`src/rtl/vpu_axi_pkg.sv`:
```
// Shared AXI constants, response codes and DMA state encoding for the VPU load path.
package vpu_axi_pkg;

    localparam logic [2:0] AXI_SIZE_4B    = 3'b010;
    localparam logic [1:0] AXI_BURST_INCR = 2'b01;

    localparam logic [1:0] RESP_OKAY   = 2'b00;
    localparam logic [1:0] RESP_EXOKAY = 2'b01;
    localparam logic [1:0] RESP_SLVERR = 2'b10;
    localparam logic [1:0] RESP_DECERR = 2'b11;

    typedef enum logic [1:0] {
        ST_IDLE = 2'b00,
        ST_ADDR = 2'b01,
        ST_DATA = 2'b10
    } dma_state_e;

    function automatic logic resp_is_error(input logic [1:0] resp);
        return (resp == RESP_SLVERR) || (resp == RESP_DECERR);
    endfunction

endpackage

```
`src/rtl/vec_load_dma_if.sv`:
```
// AXI4 read-address and read-data channels between the vector load DMA and its slave.
interface vec_load_dma_if #(
    parameter int ADDR_WIDTH = 32,
    parameter int DATA_WIDTH = 32
);
    logic [ADDR_WIDTH-1:0] m_AXI_ARADDR;
    logic [3:0]            m_AXI_ARID;
    logic [7:0]            m_AXI_ARLEN;
    logic [2:0]            m_AXI_ARSIZE;
    logic [1:0]            m_AXI_ARBURST;
    logic                  m_AXI_ARVALID;
    logic                  m_AXI_ARREADY;

    logic [DATA_WIDTH-1:0] m_AXI_RDATA;
    logic [1:0]            m_AXI_RRESP;
    logic [3:0]            m_AXI_RID;
    logic                  m_AXI_RLAST;
    logic                  m_AXI_RVALID;
    logic                  m_AXI_RREADY;

    modport master (
        output m_AXI_ARADDR, m_AXI_ARID, m_AXI_ARLEN, m_AXI_ARSIZE, m_AXI_ARBURST,
        output m_AXI_ARVALID,
        input  m_AXI_ARREADY,
        input  m_AXI_RDATA, m_AXI_RRESP, m_AXI_RID, m_AXI_RLAST, m_AXI_RVALID,
        output m_AXI_RREADY
    );

    modport slave (
        input  m_AXI_ARADDR, m_AXI_ARID, m_AXI_ARLEN, m_AXI_ARSIZE, m_AXI_ARBURST,
        input  m_AXI_ARVALID,
        output m_AXI_ARREADY,
        output m_AXI_RDATA, m_AXI_RRESP, m_AXI_RID, m_AXI_RLAST, m_AXI_RVALID,
        input  m_AXI_RREADY
    );

endinterface

```
`src/rtl/vpu_sync_fifo.sv`:
```
// Synchronous FIFO; the head entry is read straight from storage registers, so a
// word pushed on one edge is visible at the output during the following cycle.
module vpu_sync_fifo #(
    parameter int WIDTH = 33,
    parameter int DEPTH = 4
) (
    input  logic                   clock,
    input  logic                   reset,
    input  logic                   push,
    input  logic [WIDTH-1:0]       wdata,
    input  logic                   pop,
    output logic [WIDTH-1:0]       rdata,
    output logic                   full,
    output logic                   empty,
    output logic [$clog2(DEPTH):0] count
);
    localparam int PTR_W = $clog2(DEPTH);
    localparam logic [PTR_W:0] DEPTH_C = (PTR_W + 1)'(DEPTH);

    logic [WIDTH-1:0] mem [DEPTH];
    logic [PTR_W-1:0] wr_ptr;
    logic [PTR_W-1:0] rd_ptr;
    logic             do_push;
    logic             do_pop;

    assign empty   = (count == '0);
    assign full    = (count == DEPTH_C);
    assign do_pop  = pop && !empty;
    // A push into a full FIFO is accepted when the head leaves in the same cycle.
    assign do_push = push && (!full || do_pop);
    assign rdata   = mem[rd_ptr];

    // NOTE: storage is deliberately not reset; only pointers and count define validity.
    always_ff @(posedge clock) begin
        if (do_push) begin
            mem[wr_ptr] <= wdata;
        end
    end

    // NOTE: sequential state uses non-blocking assignments so every flop sees pre-edge values.
    always_ff @(posedge clock) begin
        if (reset) begin
            wr_ptr <= '0;
            rd_ptr <= '0;
            count  <= '0;
        end else begin
            if (do_push) begin
                wr_ptr <= wr_ptr + 1'b1;
            end
            if (do_pop) begin
                rd_ptr <= rd_ptr + 1'b1;
            end
            case ({do_push, do_pop})
                2'b10:   count <= count + 1'b1;
                2'b01:   count <= count - 1'b1;
                default: count <= count;
            endcase
        end
    end

endmodule

```
`src/rtl/vec_load_dma.sv`:
```
// AXI4 read master: fetches a contiguous run of 32-bit words with single-beat reads,
// one outstanding at a time, and streams them out through a small FIFO.
module vec_load_dma
    import vpu_axi_pkg::*;
#(
    parameter int         ADDR_WIDTH = 32,
    parameter int         DATA_WIDTH = 32,
    parameter int         LEN_WIDTH  = 16,
    parameter int         FIFO_DEPTH = 4,
    parameter logic [3:0] AXI_ID     = 4'h0
) (
    input  logic                  clock,
    input  logic                  reset,

    input  logic                  cmd_valid,
    output logic                  cmd_ready,
    input  logic [ADDR_WIDTH-1:0] cmd_addr,
    input  logic [LEN_WIDTH-1:0]  cmd_len,
    output logic                  busy,
    output logic                  done,
    output logic                  err,

    vec_load_dma_if.master        axi,

    output logic                  out_valid,
    input  logic                  out_ready,
    output logic [DATA_WIDTH-1:0] out_data,
    output logic                  out_last
);
    localparam int CNT_W = $clog2(FIFO_DEPTH) + 1;

    dma_state_e            state;
    logic [ADDR_WIDTH-1:0] addr;
    logic [LEN_WIDTH-1:0]  remaining;
    logic                  inflight;
    logic                  done_q;
    logic                  err_q;

    logic                  cmd_fire;
    logic                  ar_fire;
    logic                  r_fire;
    logic                  credit_ok;
    logic                  last_beat;
    logic [CNT_W-1:0]      fifo_count;
    logic [CNT_W-1:0]      used;
    logic                  fifo_empty;
    logic                  fifo_full;
    logic [DATA_WIDTH:0]   fifo_rdata;

    // A slot is reserved for every read in flight, so an accepted R beat always fits.
    assign used      = fifo_count + CNT_W'(inflight);
    assign credit_ok = (used < CNT_W'(FIFO_DEPTH));

    assign cmd_ready = (state == ST_IDLE);
    assign cmd_fire  = cmd_valid && cmd_ready;
    assign busy      = (state != ST_IDLE);
    assign done      = done_q;
    assign err       = err_q;
    assign last_beat = (remaining == LEN_WIDTH'(1));

    // ARVALID decodes registered state and FIFO occupancy only; occupancy cannot
    // rise while in ADDR, so once raised it holds until ARREADY.
    assign axi.m_AXI_ARADDR  = addr;
    assign axi.m_AXI_ARID    = AXI_ID;
    assign axi.m_AXI_ARLEN   = 8'h00;
    assign axi.m_AXI_ARSIZE  = AXI_SIZE_4B;
    assign axi.m_AXI_ARBURST = AXI_BURST_INCR;
    assign axi.m_AXI_ARVALID = (state == ST_ADDR) && credit_ok;
    assign axi.m_AXI_RREADY  = (state == ST_DATA);

    assign ar_fire = axi.m_AXI_ARVALID && axi.m_AXI_ARREADY;
    assign r_fire  = axi.m_AXI_RVALID && axi.m_AXI_RREADY;

    always_ff @(posedge clock) begin
        if (reset) begin
            state     <= ST_IDLE;
            addr      <= '0;
            remaining <= '0;
            inflight  <= 1'b0;
            done_q    <= 1'b0;
            err_q     <= 1'b0;
        end else begin
            done_q <= 1'b0;
            case (state)
                ST_IDLE: begin
                    if (cmd_fire) begin
                        err_q <= 1'b0;
                        if (cmd_len == '0) begin
                            done_q <= 1'b1;
                        end else begin
                            addr      <= {cmd_addr[ADDR_WIDTH-1:2], 2'b00};
                            remaining <= cmd_len;
                            state     <= ST_ADDR;
                        end
                    end
                end
                ST_ADDR: begin
                    if (ar_fire) begin
                        inflight <= 1'b1;
                        state    <= ST_DATA;
                    end
                end
                ST_DATA: begin
                    if (r_fire) begin
                        inflight  <= 1'b0;
                        addr      <= addr + ADDR_WIDTH'(4);
                        remaining <= remaining - 1'b1;
                        if (resp_is_error(axi.m_AXI_RRESP)) begin
                            err_q <= 1'b1;
                        end
                        if (last_beat) begin
                            done_q <= 1'b1;
                            state  <= ST_IDLE;
                        end else begin
                            state  <= ST_ADDR;
                        end
                    end
                end
                default: state <= ST_IDLE;
            endcase
        end
    end

    vpu_sync_fifo #(
        .WIDTH (DATA_WIDTH + 1),
        .DEPTH (FIFO_DEPTH)
    ) u_fifo (
        .clock (clock),
        .reset (reset),
        .push  (r_fire),
        .wdata ({last_beat, axi.m_AXI_RDATA}),
        .pop   (out_valid && out_ready),
        .rdata (fifo_rdata),
        .full  (fifo_full),
        .empty (fifo_empty),
        .count (fifo_count)
    );

    assign out_valid = !fifo_empty;
    assign out_data  = fifo_rdata[DATA_WIDTH-1:0];
    assign out_last  = fifo_rdata[DATA_WIDTH];

    // RID, RLAST and the byte-offset bits of the command address carry no meaning here.
    logic unused_ok;
    assign unused_ok = &{1'b0, axi.m_AXI_RID, axi.m_AXI_RLAST, cmd_addr[1:0], fifo_full};

endmodule

```
`src/flat_wrapper.sv`:
```
// flat-port wrapper written by rule: the top's interface ports become plain ports
module vec_load_dma_flat import vpu_axi_pkg::*;
#(
    parameter int         ADDR_WIDTH = 32,
    parameter int         DATA_WIDTH = 32,
    parameter int         LEN_WIDTH  = 16,
    parameter int         FIFO_DEPTH = 4,
    parameter logic [3:0] AXI_ID     = 4'h0
)
  (clock, reset, cmd_valid, cmd_ready, cmd_addr, cmd_len, busy, done, err, out_valid, out_ready, out_data, out_last, axi_m_AXI_ARADDR, axi_m_AXI_ARID, axi_m_AXI_ARLEN, axi_m_AXI_ARSIZE, axi_m_AXI_ARBURST, axi_m_AXI_ARVALID, axi_m_AXI_ARREADY, axi_m_AXI_RDATA, axi_m_AXI_RRESP, axi_m_AXI_RID, axi_m_AXI_RLAST, axi_m_AXI_RVALID, axi_m_AXI_RREADY);
  vec_load_dma_if #(.ADDR_WIDTH(ADDR_WIDTH), .DATA_WIDTH(DATA_WIDTH)) axi_i ();
  input  logic clock;
  input  logic reset;
  input  logic cmd_valid;
  output logic cmd_ready;
  input  logic [ADDR_WIDTH-1:0] cmd_addr;
  input  logic [LEN_WIDTH-1:0] cmd_len;
  output logic busy;
  output logic done;
  output logic err;
  output logic out_valid;
  input  logic out_ready;
  output logic [DATA_WIDTH-1:0] out_data;
  output logic out_last;
  output wire logic [$bits(axi_i.m_AXI_ARADDR)-1:0] axi_m_AXI_ARADDR;
  output wire logic [$bits(axi_i.m_AXI_ARID)-1:0] axi_m_AXI_ARID;
  output wire logic [$bits(axi_i.m_AXI_ARLEN)-1:0] axi_m_AXI_ARLEN;
  output wire logic [$bits(axi_i.m_AXI_ARSIZE)-1:0] axi_m_AXI_ARSIZE;
  output wire logic [$bits(axi_i.m_AXI_ARBURST)-1:0] axi_m_AXI_ARBURST;
  output wire logic [$bits(axi_i.m_AXI_ARVALID)-1:0] axi_m_AXI_ARVALID;
  input wire logic [$bits(axi_i.m_AXI_ARREADY)-1:0] axi_m_AXI_ARREADY;
  input wire logic [$bits(axi_i.m_AXI_RDATA)-1:0] axi_m_AXI_RDATA;
  input wire logic [$bits(axi_i.m_AXI_RRESP)-1:0] axi_m_AXI_RRESP;
  input wire logic [$bits(axi_i.m_AXI_RID)-1:0] axi_m_AXI_RID;
  input wire logic [$bits(axi_i.m_AXI_RLAST)-1:0] axi_m_AXI_RLAST;
  input wire logic [$bits(axi_i.m_AXI_RVALID)-1:0] axi_m_AXI_RVALID;
  output wire logic [$bits(axi_i.m_AXI_RREADY)-1:0] axi_m_AXI_RREADY;
  assign axi_m_AXI_ARADDR = axi_i.m_AXI_ARADDR;
  assign axi_m_AXI_ARID = axi_i.m_AXI_ARID;
  assign axi_m_AXI_ARLEN = axi_i.m_AXI_ARLEN;
  assign axi_m_AXI_ARSIZE = axi_i.m_AXI_ARSIZE;
  assign axi_m_AXI_ARBURST = axi_i.m_AXI_ARBURST;
  assign axi_m_AXI_ARVALID = axi_i.m_AXI_ARVALID;
  assign axi_i.m_AXI_ARREADY = axi_m_AXI_ARREADY;
  assign axi_i.m_AXI_RDATA = axi_m_AXI_RDATA;
  assign axi_i.m_AXI_RRESP = axi_m_AXI_RRESP;
  assign axi_i.m_AXI_RID = axi_m_AXI_RID;
  assign axi_i.m_AXI_RLAST = axi_m_AXI_RLAST;
  assign axi_i.m_AXI_RVALID = axi_m_AXI_RVALID;
  assign axi_m_AXI_RREADY = axi_i.m_AXI_RREADY;
  vec_load_dma #(.ADDR_WIDTH(ADDR_WIDTH), .DATA_WIDTH(DATA_WIDTH), .LEN_WIDTH(LEN_WIDTH), .FIFO_DEPTH(FIFO_DEPTH), .AXI_ID(AXI_ID)) u_core (.clock(clock), .reset(reset), .cmd_valid(cmd_valid), .cmd_ready(cmd_ready), .cmd_addr(cmd_addr), .cmd_len(cmd_len), .busy(busy), .done(done), .err(err), .axi(axi_i), .out_valid(out_valid), .out_ready(out_ready), .out_data(out_data), .out_last(out_last));
endmodule
```
`config.mk`:
```
export PLATFORM = sky130hd
export DESIGN_NAME = vec_load_dma_flat
export DESIGN_NICKNAME = d
export VERILOG_FILES = /design/src/rtl/vpu_axi_pkg.sv /design/src/rtl/vec_load_dma_if.sv /design/src/rtl/vpu_sync_fifo.sv /design/src/rtl/vec_load_dma.sv /design/src/flat_wrapper.sv
export SDC_FILE = /design/constraint.sdc
export NUM_CORES = 1
export LEC_CHECK = 0
export CAP_MARGIN = 20
export CORE_MARGIN = 2
export CORE_UTILIZATION = 55
export CTS_CLUSTER_DIAMETER = 50
export CTS_CLUSTER_SIZE = 14
export DETAILED_ROUTE_END_ITERATION = 8
export GPL_ROUTABILITY_DRIVEN = 0
export HOLD_SLACK_MARGIN = 0.08
export PLACE_DENSITY = 0.87
export SLEW_MARGIN = 20
export SYNTH_ARGS = -nofsm -noshare
export SYNTH_HDL_FRONTEND = slang
export SYNTH_SLANG_ARGS = --single-unit
export TNS_END_PERCENT = 20
```
`constraint.sdc`:
```
create_clock -name clock -period 6.7 [get_ports clock]
set_clock_uncertainty 0.05 [all_clocks]
set_input_delay 1.005 -clock clock [delete_from_list [all_inputs] [get_ports clock]]
set_output_delay 1.005 -clock clock [all_outputs]
set_load 0.1 [all_outputs]
```
# Word level (Yosys, flattened, before mapping)
# Memory sizes are Yosys's and may differ from the RTL's. A register that Yosys moved wholly into a read port is not among the register bits.
# Index checks and enable logic that the tools add are counted.
[totals]
reg_bits = 60
latch_bits = 0
ram_bits = 132
romBits = 0
out_inout_bits = 89
memories = 1
[memory_table]
columns = ["memory", "words", "width", "rd", "rd_clocked_by_memory_dff", "write_ports", "line", "text"]
rows = [
  ["u_core.u_fifo.mem", 4, 33, 1, 1, 1, "vpu_sync_fifo.sv:20", "logic [WIDTH-1:0] mem [DEPTH];"],
]
[op_classes]
add_sub_neg = 7
n_mul = 0
div_mod_pow = 0
magnitude_cmp = 1
eq_ne = 13
shifts = 0
mux = 31
n_bitwise = 0
reduce_logical = 22
[ops]
columns = ["op", "n"]
rows = [
  ["32-bit two-way mux", 3],
  ["32-bit case mux with 2 select lines", 1],
  ["16-bit two-way mux", 3],
  ["32-bit by 3-bit adder with 32-bit output, second input constant", 1],
  ["16-bit case mux with 2 select lines", 1],
  ["16-bit by 1-bit == test with 1-bit output, second input constant", 1],
  ["16-bit zero test", 1],
  ["16-bit by 1-bit subtractor with 16-bit output, second input constant", 1],
  ["1-bit two-way mux", 12],
  ["2-bit two-way mux", 6],
  ["4-bit AND reduction", 3],
  ["2-bit == test, second input constant", 4],
  ["2-bit inequality test, second input constant", 4],
  ["2-bit nonzero test", 4],
  ["1-bit logical AND", 7],
  ["1-bit case mux with 2 select lines", 3],
  ["2-bit case mux with 3 select lines", 1],
  ["3-bit case mux with 2 select lines", 1],
  ["2-bit by 1-bit adder with 2-bit output, second input constant", 2],
  ["2-bit by 1-bit == test with 1-bit output, second input constant", 2],
  ["3-bit by 1-bit adder with 3-bit output", 1],
  ["3-bit by 1-bit adder with 3-bit output, second input constant", 1],
  ["3-bit == test, second input constant", 1],
  ["3-bit zero test", 1],
  ["other kinds (7)", 9],
]

# Longest topological paths before layout
[depth]
ltp_word = 8
mapped_depth = 8

# Hierarchy
# From an unflattened synthesis, not the netlist that was laid out.
[unflattened]
cells_unflattened = 690
area_unflattened_um2 = 8818.5
[by_module_without_submodules]
columns = ["mod", "instances", "cells_each", "area_per_inst_um2", "seq_area_each_um2"]
rows = [
  ["vpu_sync_fifo", 1, 232, 5287.6, 4144.0],
  ["vec_load_dma", 1, 458, 3530.9, 1021.0],
]

# Worst setup path after synthesis
# No wires, ideal clock.
[synth_timing]
path_kind = "reg2out"
start = "register u_core.state[1]"
end = "output axi_m_AXI_ARVALID"
arrival_ns = 2.985
required_ns = 5.645
path_slack_ns = 2.660
path_stages_with_launch = 4
n_path_buf = 2
cell_sequence = "dfxtp_1 > clkbuf_1 > buf_1 > nor3b_1"
[synth_via]
elab_chain_cells = 2
[synth_rtl]
columns = ["element", "line", "text"]
rows = [
  ["start: declaration", "vec_load_dma.sv:32", "dma_state_e state;"],
  ["start signal: assignment", "vec_load_dma.sv:76", "state <= ST_IDLE;"],
  ["start signal: assignment", "vec_load_dma.sv:93", "state <= ST_ADDR;"],
  ["start signal: assignment", "vec_load_dma.sv:100", "state <= ST_DATA;"],
  ["2-bit by 1-bit == test with 1-bit output", "vec_load_dma.sv:68", "assign axi.m_AXI_ARVALID = (state == ST_ADDR) && credit_ok;"],
  ["1-bit logical AND", "vec_load_dma.sv:68", ""],
  ["end: declaration", "flat_wrapper.sv:30", "output wire logic [$bits(axi_i.m_AXI_ARVALID)-1:0] axi_m_AXI_ARVALID;"],
]
# No other way between the ends.

==> flow_metrics.py <==
metrics = {
    "status": {
        "run_status": "completed",
    },
    "logic_synthesis": {
        "yosysTopAreaCell": "edfxtp_1",
        "synth_edf_count": 132,
        "yosys_warnings": 0,
        "synth_top_family_by_area": "compound AO/OA/AOI/OAI gates",
        "avgSynthCellArea_um2": 12.8,
        "synth_cell_type_count": 64,
        "synthTopCellsByArea": "edfxtp_1, dfxtp_1, mux4_2",
        "synthCells": 669,
        "synthAdderAreaFrac_pct": 1.26,
        "synth_simple_gate_area_share_pct": 11.4,
        "synth_xor_xnor_area_share_pct": 1.03,
        "synth_compound_area_share_pct": 12.0,
        "synthesis.area_mm2": 0.00853,
        "yosysTopAreaCellShare_pct": 46.5,
        "async_flop_share_pct": 0,
        "yosysSeqAreaShare_pct": 60.5,
        "muxShareOfSynthArea_pct": 9.41,
        "synth_seq_cells": 192,
        "synth_ff_type": "edfxtp_1",
    },
    "floorplan": {
        "initial_core_util_pct": 56.1,
        "die_w_um": 129,
        "rows": 45,
        "dieArea_mm2": 0.0165,
        "ioPinCount": 182,
        "die_y_um": 129,
        "core_mm2": 0.0152,
    },
    "global_routing": {
        "use_met2_pct": 41.7,
        "grt_max_degree": 69,
        "grt_util_met3_pct": 6.03,
        "grtUsageTotal_pct": 25.0,
        "grt.busiest_layer": "met2",
        "globalRouteOverflowTotal": 0,
        "grt_pass1_wl_mm": 32.0,
        "grt_pass1_vias": 6093,
        "grt_util_met1_pct": 32.6,
        "antenna_found_initial": 0,
    },
    "clocking": {
        "worst_skew_pair.late_latency_ns": 0.43,
        "clk_pin_slew_worst_paths_ns": 0.07,
        "cts_root_buf": "clkbuf_16",
        "h-tree-depth": 4,
        "cts.sinks": 192,
        "postCtsResizedCells": 0,
        "hold_buffers": 0,
        "cts_buffer_depth": 2,
        "post_cts_buffers": 0,
        "cts_buffers": 17,
        "tritoncts": "done",
    },
    "pwr": {
        "power_frac_seq_pct": 37.3,
        "p_int_mw": 2.25,
        "pwr_density_cell_mw_per_mm2": 345,
        "power.switching_mw": 1.46,
        "combPwrFrac_pct": 34.5,
        "irDropWorstVdd_uv": 209,
        "pwr-share-clk_pct": 28.2,
        "swShare_pct": 39.3,
        "leakagePower_nw": 3.47,
    },
    "worst_setup_path": {
        "ff2ff_path_depth": 9,
        "r2r_slack_ns": 3.81,
        "r2r_end": "u_core.u_fifo.count[2]",
        "cp.arrival_ns": 2.92,
        "rr_startpoint": "u_core.state[0]",
        "cp_max_fo": 33,
        "cp-start-kind": "flop",
        "setup.worst_path.class": "flop to primary output",
        "cp.required_ns": 5.64,
        "critical_path.endpoint_type": "primary output",
    },
    "sta": {
        "whs_ns": 0.419,
        "report.final.slew_viol_count": 0,
        "fin_crit_sh_pct": 59.3,
        "setup_viol": 0,
        "final-hold-violation-count": 0,
        "max_freq_ghz": 0.252,
        "tns_ns": 0,
        "worst_slew_margin_rel_pct": 28.2,
        "tightest_slew_ns": 1.07,
        "fin_crit_ns": 3.97,
        "rsz0062_at_grt": "no",
    },
    "cells_and_area": {
        "stdcell_count": 1004,
        "utilization_pct": 70.5,
        "antenna_cells": 0,
        "area_delta_synth_final_pct": 25.7,
        "fin_nets": 904,
        "layout-drive-gt1-share_pct": 11.3,
        "final_area_mm2": 0.0107,
        "fill_cells": 1042,
    },
    "hold_path": {
        "hold_class": "flop to flop",
        "holdPathEnd": "u_core.inflight",
        "worst_hold_path.num_cells": 2,
        "hp-start": "u_core.inflight",
    },
    "detailed_routing": {
        "routed_wl_mm": 20.7,
        "drt-wirelength-per-cell_um": 20.6,
        "firstDrtPassIters": 6,
        "via_count": 6306,
        "drc": 0,
        "drt_iter0_drc": 659,
        "ant_nets": 0,
        "vias_per_cell": 6.28,
    },
    "placed_design": {
        "dp_hpwl_mm": 13.4,
        "place_area_mm2": 0.0101,
        "placed_cells": 972,
        "numPortBuffers": 154,
    },
    "flow_run": {
        "maxCapViolCount": 0,
    },
}
-- Yosys cell counts (all sizes together), types with 15 or more instances --
master and number:
a211oi 23, a21oi 44, buf 28, clkbuf 33, dfxtp 60, edfxtp 132, mux4 33, nand2 56
nand3 23, nand4 15, nor2 36, o21ai 30
-- worst max-delay path by stage --
stage | startpoint | end | slack [ns] | cells after the start
floorplan | u_core.state[1] | axi_m_AXI_ARVALID | 2.66 | 3
global placement | axi_m_AXI_RVALID | u_core.axi.m_AXI_ARADDR[27] | 2.83 | 6
detailed placement | axi_m_AXI_RVALID | u_core.axi.m_AXI_ARADDR[27] | 2.75 | 6
CTS | flop | out_data[10] | 2.68 | 3
global route | flop | out_data[10] | 2.59 | 3
finish | flop | out_data[30] | 2.73 | 3
-- layout make-up --
| type | count | area (um^2) | area share (%) |
|---|---|---|---|
| Clock buffer | 18 | 429 | 4.00 |
| Clock inverter | 14 | 185 | 1.73 |
| Inverter | 13 | 48.8 | 0.455 |
| Multi-Input combinational cell | 420 | 3090 | 28.8 |
| Sequential cell | 192 | 5170 | 48.2 |
| Tap cell | 188 | 235 | 2.19 |
| Timing Repair Buffer | 159 | 1570 | 14.7 |
-- per-layer routing --
layer / routed length, um / up-vias
met4: 418 / 0
met3: 1870 / 42
li1: - / 2840
met1: 8300 / 3031
met2: 10100 / 393
met5: 0 / -
-- layout by cell type (no fill, tap or decap), types with 5 or more instances in the layout --
cell type and n:
clkdlybuf4s50_1 152, edfxtp_1 132, dfxtp_1 59, nand2_1 56, a21oi_1 44, nor2_1 36
mux4_2 33, o21ai_0 29, nand3_1 23, a211oi_1 23, conb_1 19, clkbuf_16 17
nand4_1 14, inv_1 13, o22ai_1 13, nor3_1 9, o31ai_1 7, nor4_1 7
ha_1 7, buf_4 7, mux2i_1 6, and4_1 6, xnor2_1 5, o32ai_1 5
xor2_1 5, inv_8 5
-- registers in the layout, summed over array words and instances, names as in the netlist, 2 cells and up, named ones only --
register                 count
u_core.axi.m_AXI_ARADDR     30
u_core.remaining            16
u_core.state                 2
u_core.u_fifo.count          3
u_core.u_fifo.mem          132
u_core.u_fifo.rd_ptr         2
u_core.u_fifo.wr_ptr         2
-- power groups by stage --
stage               Clock (mW)  Sequential (mW)  Combinational [mW]
global placement             0             1.40                1.26
floorplan                    0             1.54               0.857
CTS                       1.06             1.38                1.28
global route              1.10             1.39                1.33
detailed placement           0             1.40                1.27
finish                    1.04             1.38                1.28
-- cell families (layout without fill, tap and decap cells) --
group	after synthesis	in the layout
AOI/OAI and AO/OA	155	155
buffers and inverters	74	204
adders and majority gates	8	8
and+or+nand+nor	189	189
xor gates and xnor gates	10	10
other	2	19
DFF	192	192
muxes	39	39
-- per-stage QoR --
stage	total power [mW]	worst slack, ns
after global placement	2.65	2.83
after detailed placement	2.68	2.75
final	3.70	2.73
after CTS	3.71	2.68
after floorplan	2.39	2.66
after global routing	3.82	2.59
-- critical path, stage by stage (launching register included) --
cell and delay [ns]:
dfxtp_2 0.31, buf_4 0.52, mux4_2 0.60, clkdlybuf4s50_1 1.01
No activity file was read; power rests on OpenSTA's default activity.
==> RTL change: new RTL, config.mk and constraints unchanged <==
`FIFO_DEPTH` is set to 4 in 2 places; all go to 2.
--- a/src/rtl/vec_load_dma.sv
+++ b/src/rtl/vec_load_dma.sv
@@ -6,7 +6,7 @@
     parameter int         ADDR_WIDTH = 32,
     parameter int         DATA_WIDTH = 32,
     parameter int         LEN_WIDTH  = 16,
-    parameter int         FIFO_DEPTH = 4,
+    parameter int         FIFO_DEPTH = 2,
     parameter logic [3:0] AXI_ID     = 4'h0
 ) (
     input  logic                  clock,
--- a/src/flat_wrapper.sv
+++ b/src/flat_wrapper.sv
@@ -4,7 +4,7 @@
     parameter int         ADDR_WIDTH = 32,
     parameter int         DATA_WIDTH = 32,
     parameter int         LEN_WIDTH  = 16,
-    parameter int         FIFO_DEPTH = 4,
+    parameter int         FIFO_DEPTH = 2,
     parameter logic [3:0] AXI_ID     = 4'h0
 )
   (clock, reset, cmd_valid, cmd_ready, cmd_addr, cmd_len, busy, done, err, out_valid, out_ready, out_data, out_last, axi_m_AXI_ARADDR, axi_m_AXI_ARID, axi_m_AXI_ARLEN, axi_m_AXI_ARSIZE, axi_m_AXI_ARBURST, axi_m_AXI_ARVALID, axi_m_AXI_ARREADY, axi_m_AXI_RDATA, axi_m_AXI_RRESP, axi_m_AXI_RID, axi_m_AXI_RLAST, axi_m_AXI_RVALID, axi_m_AXI_RREADY);
Formal check against the unedited RTL: same outputs for any inputs over 4 cycles, from zero or initial values and one cycle with reset high; that may be too few to reach the edited logic, so the function may still have changed.
==> RTL change against the unedited design <==
Worst setup slack got worse by 0.48 ns; final cell count decreased by 15%; sequential cell count decreased by 70; via count decreased by 17%; register-to-register slack got worse by 0.16 ns; final area decreased by 25%; synthesized area decreased by 31%; routed wire length decreased by 22%; power decreased by 37%; critical endpoint is now axi_m_AXI_ARVALID; largest cell class unchanged; highest routed layer unchanged.
==> RTL change: results (changes against the unedited design) <==
- Worst r2r src: u_core.state[1]
- Mux cell area share after synthesis: 0.0686 (-0.0255)
- GR met3 Demand/Resource: 0.0681 (+0.00779)
- Synth Area in Compound Gates: 0.184 (+0.0643)
- Slew margin rel.: 0.303 (+0.0207)
- First-pass GRT wire length: 25100 um (-22%)
- Status: completed
- Post-synth top cells: edfxtp_1 (66), dfxtp_1 (56), a21oi_1 (48)
- P_comb: 0.485 mW (-62%)
- Post-synthesis cell count: 567 (-15%)
- Lkg Pwr: 2.73 nW (-21%)
- Synth cell types: 58 (-9.4%)
- Synth Area in Adders: 0.00641 (-0.00620)
- Fillers: 656 (-37%)
- Worst slack at placement: 2.83 ns (+0.0839 ns)
- Worst EP arrival: 3.40 ns (+0.48 ns)
- Reg2Reg Depth: 3 (-6)
- R2r endpoint: u_core.u_fifo.mem[0][0]
- Inst Count DP: 825 (-15%)
- Post-synthesis xor/xnor area fraction: 0.00898 (-0.00129)
- Clock Latency Late Sink: 0.52 ns (+0.09 ns)
- Post-synthesis sequential area ratio: 0.530 (-0.0753)
- Multi-In Gates: 392 (-6.7%)
- Largest cells by area after synthesis: edfxtp_1 (34%), dfxtp_1 (19%), mux2_2 (6.3%)
- Vias: 5217 (-17%)
- Fraction of power spent switching nets: 0.323 (-0.0701)
- Met1 Wirelength: 6660 um (-20%)
- Number of flip-flops in the largest register: 66 (-50%)
- Worst vdd ir: 0.172 mV (-18%)
- Worst setup margin: 2.25 ns (-0.482 ns)
-- RTL change: metrics by stage --
stage	hold slack, ns	utilization	power, mW
after floorplan	0.395	-	1.23
after global placement	0.403	0.716	1.35
after detailed placement	0.420	0.716	1.36
after CTS	0.430	0.777	2.33
after global routing	0.455	0.777	2.39
final	0.432	0.777	2.33
-- RTL change: worst min-delay path by stage --
stage                               startpoint                    to  slack, ns  cells past startpoint
final                      u_core.remaining[1]   u_core.remaining[1]       0.43                      2
after global routing       u_core.remaining[1]   u_core.remaining[1]       0.46                      2
after CTS                  u_core.remaining[1]   u_core.remaining[1]       0.43                      2
after detailed placement  u_core.remaining[10]  u_core.remaining[10]       0.42                      2
after global placement    u_core.remaining[15]  u_core.remaining[15]       0.40                      2
after floorplan           u_core.remaining[13]  u_core.remaining[13]       0.39                      2
-- RTL change: critical path, stage by stage, from the launching register on --
cell and delay [ns]:
dfxtp_2 1.02, inv_1 0.54, and3_1 0.33, clkdlybuf4s50_1 0.97
